[src/rtl/pipe_hazard_ctrl.sv]
// Hazard/sequencing controller: RAW stall, redirect flush, stall watchdog.
// Optional performance counters built only when PIPE_HAZARD_PERF_EN is defined.
module pipe_hazard_ctrl #(
  parameter int unsigned FLUSH_CYCLES = 2,
  parameter int unsigned STALL_MAX    = 4,
  parameter int unsigned CNT_W        = 16
) (
  input  logic             clock,
  input  logic             reset,
  input  logic [5:0]       id_rs,
  input  logic [5:0]       id_rt,
  input  logic             id_use_rs,
  input  logic             id_use_rt,
  input  logic [5:0]       ex_rd,
  input  logic             ex_regwrite,
  input  logic [5:0]       mem_rd,
  input  logic             mem_regwrite,
  input  logic             redirect,
  output logic             pc_write,
  output logic             ifid_write,
  output logic             ifid_flush,
  output logic             idex_flush,
  output logic [1:0]       state,
  output logic             hazard_err,
  output logic [CNT_W-1:0] stall_count,
  output logic [CNT_W-1:0] flush_count
);

  localparam int unsigned SL_W = $clog2(STALL_MAX + 1);

  typedef enum logic [1:0] {
    RUN   = 2'd0,
    STALL = 2'd1,
    FLUSH = 2'd2
  } state_e;

  state_e          state_q, state_d;
  logic [1:0]      flush_left_q, flush_left_d;
  logic [SL_W-1:0] stall_len_q, stall_len_d;
  logic            hazard_err_q, hazard_err_d;
  logic            err_set;
  logic            rs_hit, rt_hit, raw;

  // Register 0 is compared like any other address.
  assign rs_hit = (ex_regwrite && (id_rs == ex_rd)) || (mem_regwrite && (id_rs == mem_rd));
  assign rt_hit = (ex_regwrite && (id_rt == ex_rd)) || (mem_regwrite && (id_rt == mem_rd));
  assign raw    = (id_use_rs && rs_hit) || (id_use_rt && rt_hit);

  always_comb begin
    state_d      = state_q;
    flush_left_d = flush_left_q;
    stall_len_d  = stall_len_q;
    pc_write     = 1'b1;
    ifid_write   = 1'b1;
    ifid_flush   = 1'b0;
    idex_flush   = 1'b0;
    if (!reset) begin
      pc_write     = 1'b0;
      ifid_write   = 1'b0;
      ifid_flush   = 1'b1;
      idex_flush   = 1'b1;
      state_d      = RUN;
      flush_left_d = '0;
      stall_len_d  = '0;
    end else begin
      case (state_q)
        FLUSH: begin
          // flush_left counts remaining FLUSH-state cycles; leave when it hits 0
          ifid_flush  = 1'b1;
          idex_flush  = 1'b1;
          stall_len_d = '0;
          if (flush_left_q <= 2'd1) begin
            flush_left_d = '0;
            state_d      = RUN;
          end else begin
            flush_left_d = flush_left_q - 2'd1;
          end
        end
        default: begin
          if (redirect) begin
            ifid_flush   = 1'b1;
            idex_flush   = 1'b1;
            stall_len_d  = '0;
            flush_left_d = 2'(FLUSH_CYCLES - 1);
            state_d      = (FLUSH_CYCLES > 1) ? FLUSH : RUN;
          end else if (raw) begin
            pc_write   = 1'b0;
            ifid_write = 1'b0;
            idex_flush = 1'b1;
            state_d    = STALL;
            if (stall_len_q < SL_W'(STALL_MAX))
              stall_len_d = stall_len_q + SL_W'(1);
          end else begin
            state_d     = RUN;
            stall_len_d = '0;
          end
        end
      endcase
    end
  end

  // The error is visible in the same cycle the stall length reaches the limit.
  assign err_set      = reset && (stall_len_d == SL_W'(STALL_MAX));
  assign hazard_err_d = hazard_err_q || err_set;

  always_ff @(negedge clock) begin
    if (!reset) begin
      state_q      <= RUN;
      flush_left_q <= '0;
      stall_len_q  <= '0;
      hazard_err_q <= 1'b0;
    end else begin
      state_q      <= state_d;
      flush_left_q <= flush_left_d;
      stall_len_q  <= stall_len_d;
      hazard_err_q <= hazard_err_d;
    end
  end

  assign state      = state_q;
  assign hazard_err = hazard_err_q || err_set;

`ifdef PIPE_HAZARD_PERF_EN
  logic             stall_take;
  logic [CNT_W-1:0] stall_cnt_q, flush_cnt_q;

  assign stall_take = reset && (state_q != FLUSH) && !redirect && raw;

  always_ff @(negedge clock) begin
    if (!reset) begin
      stall_cnt_q <= '0;
      flush_cnt_q <= '0;
    end else begin
      if (stall_take) stall_cnt_q <= stall_cnt_q + CNT_W'(1);
      if (idex_flush) flush_cnt_q <= flush_cnt_q + CNT_W'(1);
    end
  end

  assign stall_count = stall_cnt_q;
  assign flush_count = flush_cnt_q;
`else
  assign stall_count = '0;
  assign flush_count = '0;
`endif

endmodule

[config.mk]
export PLATFORM = sky130hd
export DESIGN_NAME = pipe_hazard_ctrl
export DESIGN_NICKNAME = d
export VERILOG_FILES = /design/src/rtl/pipe_hazard_ctrl.sv
export SDC_FILE = /design/constraint.sdc
export NUM_CORES = 1
export LEC_CHECK = 0
export CAP_MARGIN = 30
export CORE_ASPECT_RATIO = 0.7
export CORE_MARGIN = 2
export CORE_UTILIZATION = 36
export DETAILED_ROUTE_END_ITERATION = 10
export HOLD_SLACK_MARGIN = 0.1
export PLACE_DENSITY = 0.95
export RECOVER_POWER = 100
export SETUP_SLACK_MARGIN = 0.4
export SLEW_MARGIN = 15
export SYNTH_ARGS = -nofsm -noshare
export SYNTH_HDL_FRONTEND = slang
export SYNTH_SLANG_ARGS = --single-unit
[constraint.sdc]
create_clock -name clock -period 3.05 [get_ports clock]
set_input_delay 0.305 -clock clock [delete_from_list [all_inputs] [get_ports clock]]
set_output_delay 0.305 -clock clock [all_outputs]
set_load 0.02 [all_outputs]
==> metrics.txt <==
Post-Place Worst Slack -515 ps; critical path required time ~2700 ps; DRT iter0 DRCs 8; deepest clock path buffer count 2; Comb power frac 0.389; Net count, final roughly 200; worst skew pair latency 340 ps; largest net degree at the start of global routing 6; PD cells approximately 290 nW/um2; RR Startpoint state[1]$_SDFFE_NN0P_; worst-margin pin slew 602 ps; Synth area leader buf_4; Fill cells 222; vias in the first global route 829; Initial Utilization 0.372; crit-path max FO 3; final setup fails 5; grt total ovfl 0; die area about 2900 um2; Peak VDD IR around 0.15 mV; Tot GR Track Use 0.159; CP startpoint kind flip-flop; drt wl/cell between 10 and 15 um; NetSw between 150 and 200 uW; Root Buffer clkbuf_4; crit end category output port; r2r setup slk between 1500 and 2000 ps; Synth top area share 0.275; power consumption approximately 400 uW; clock-pin slew on the worst setup and hold paths ~40 ps; Buf/Inv on CP 2; max cap viols 0; Core Rows 15; met3 wire len roughly 170 um; htree depth 1; mapped cell area between 900 and 1000 um2; Top Family by Delay on Critical Path simple AND/OR/NAND/NOR gates; Synth cell types 28; Hold Crit Class reg2reg; initial antenna violation count 0; worst reg2reg path endpoint stall_len_q[2]$_SDFF_NN0_; Max Clock Skew roughly 19 ps; Die Width 63.8 um; failing checks negative setup slack; arrival time at the worst endpoint 3070 ps; CTS Buf Count 3; RSZ-0062 raised after global routing true; Highest Signal Layer met3; vias per cell between 4 and 5; Switching Fraction 0.412; sequential share of the synthesized area 0.178; hold path cells 2; average cell area after synthesis about 8.4 um2; routability cong. between 0.7 and 0.8; register share of total power 0.270; clk sinks 8; final hold slack ~470 ps; P&R area growth vs syn 53.8%; DRT antenna net count 0; drt total wl 2.32 mm; R2R cell count 8; Crit path largest cell delay between 300 and 400 ps; worst setup margin -322 ps; ant diodes 0; status finished, violations left; Pleak 0.000653 uW; hold endpoint hazard_err_q$_SDFF_NN0_; core area roughly 2400 um2; CTS tree done; Worst slew margin 0.599; kind of critical path reg2out; proportion of layout cells with a drive suffix above 1 0.447; DRT Pass-1 Iters 4; Warnings, synthesis 0; port buffer count 37; met2 wire length roughly 1.2 mm; crit path cell chain nor2b_4 -> nor3b_4 -> buf_6 -> a32oi_2 -> o21bai_2 -> buf_6; CTS Hold Buffers Added 0; met1 wire length about 900 um; most frequent CP cell buf_6; ranking of synthesized cells by area buf_4, xnor2_1, dfxtp_1, nand4_1, o22ai_2; Hold Vio Cnt, Final 0; dpl cells about 190; dpl hpwl about 1.8 mm; cells after synthesis 107; Slew Viols, Final 0; register bit count reported by yosys 8; Via Count around 850; Clk network pwr share 0.341; die height approximately 46 um; Worst Min Path Start hazard_err_q$_SDFF_NN0_; DRC viols 0; Boundary Pins 70; first-pass GRT wire length around 3.4 mm; Crit-path slowest cell dfxtp_2; Finished Layout Cells 204; cell internal pwr ~240 uW
## timing repair
action | CTS | global route
pin swaps | 27 | 35
setup endpoints to repair | 12 | 12
setup buffers | 4 | 1
resized for setup | 113 | 46
## per-stage QoR
stage	cell area, um2	utilization	setup TNS (ps)
finish	1390	0.572	-1130
global route	1390	0.572	-1390
CTS	1400	0.577	-1070
detailed placement	1290	0.533	-2260
global placement	1290	0.533	-2020
floorplan	1030	-	0
## cell usage after synthesis
cell,instances
nor2_1,3
nor3b_2,1
a21boi_0,1
o31a_1,1
o21ai_0,2
nand3_1,4
o2111a_1,1
nand4_1,4
o311a_1,1
a21oi_1,1
nor3_1,3
nand2b_1,1
and2_1,1
o22ai_2,2
ha_1,1
inv_1,3
a32oi_1,1
a22oi_2,1
buf_4,33
nor2b_2,1
mux2i_1,1
xnor2_1,24
conb_1,1
xor2_1,1
nand2_1,4
dfxtp_1,8
o21bai_1,1
nor4bb_1,1
## tightest hold or removal path: stages (launching register included)
cell and delay, ps:
dfxtp_1 320, nand2_1 50, o21ai_0 70
## power by group through the flow
stage,sequential (uW),clock (uW),combinational (uW)
after global routing,108,157,166
after CTS,109,141,151
after floorplan,111,18.2,113
final,108,136,156
after detailed placement,110,18.2,154
after global placement,110,18.2,152
## routing by layer
| layer | vias up | track usage |
|---|---|---|
| li1 | 425 | - |
| met4 | 0 | 0.0565 |
| met3 | 0 | 0.0792 |
| met1 | 395 | 0.159 |
| met5 | - | 0 |
| met2 | 33 | 0.296 |
## kinds of logic (layout without fill, tap and decap cells)
group                      Yosys count  count (layout)  synth area share
other                                1              32           0.00416
and+or+nand+nor                     23              23             0.144
DFF                                  8               8             0.178
muxes                                1               1            0.0111
xor gates and xnor gates            25              25             0.243
buffers and inverters               36              68             0.288
adders and majority gates            1               1            0.0139
AOI/OAI and AO/OA                   12              12             0.118
## flip-flops by register name (all words and copies together), names as in the netlist
name and flops:
stall_len_q 3, state 2, flush_left_q 2, hazard_err_q 1
## cell usage in the layout (no fill, tap or decap), types with 2 or more instances in the layout
master and count:
dfxtp_2 3, buf_6 15, nand4_1 4, xnor2_2 4
clkbuf_4 4, clkdlybuf4s50_1 2, dfxtp_1 4, conb_1 32
nor2_1 3, o21ai_0 2, nor3_2 3, clkbuf_2 18
nand3_1 4, nand2_1 3, buf_2 5, buf_4 11
dlygate4sd2_1 2, inv_1 9, xnor2_1 20, o22ai_2 2
## worst max path at each step
stage                              startpoint         end  slack [ps]  cells past startpoint
finish                  state[1]$_SDFFE_NN0P_  hazard_err        -320                      6
global route            state[1]$_SDFFE_NN0P_  hazard_err        -400                      6
CTS                 stall_len_q[1]$_SDFF_NN0_  hazard_err        -360                      5
detailed placement  stall_len_q[0]$_SDFF_NN0_  hazard_err        -510                      5
global placement    stall_len_q[0]$_SDFF_NN0_  hazard_err        -440                      5
floorplan               state[1]$_SDFFE_NN0P_  hazard_err          40                      5
## layout make-up
cell class                      count  area [um2]  area share
Tap cell                           34        42.5      0.0307
Multi-Input combinational cell     94         697       0.503
Clock inverter                      8        30.0      0.0217
Sequential cell                     8         168       0.121
Clock buffer                        3        22.5      0.0163
Inverter                            2        10.0     0.00723
Timing Repair Buffer               55         415       0.300
(Power assumes the default switching activity.)
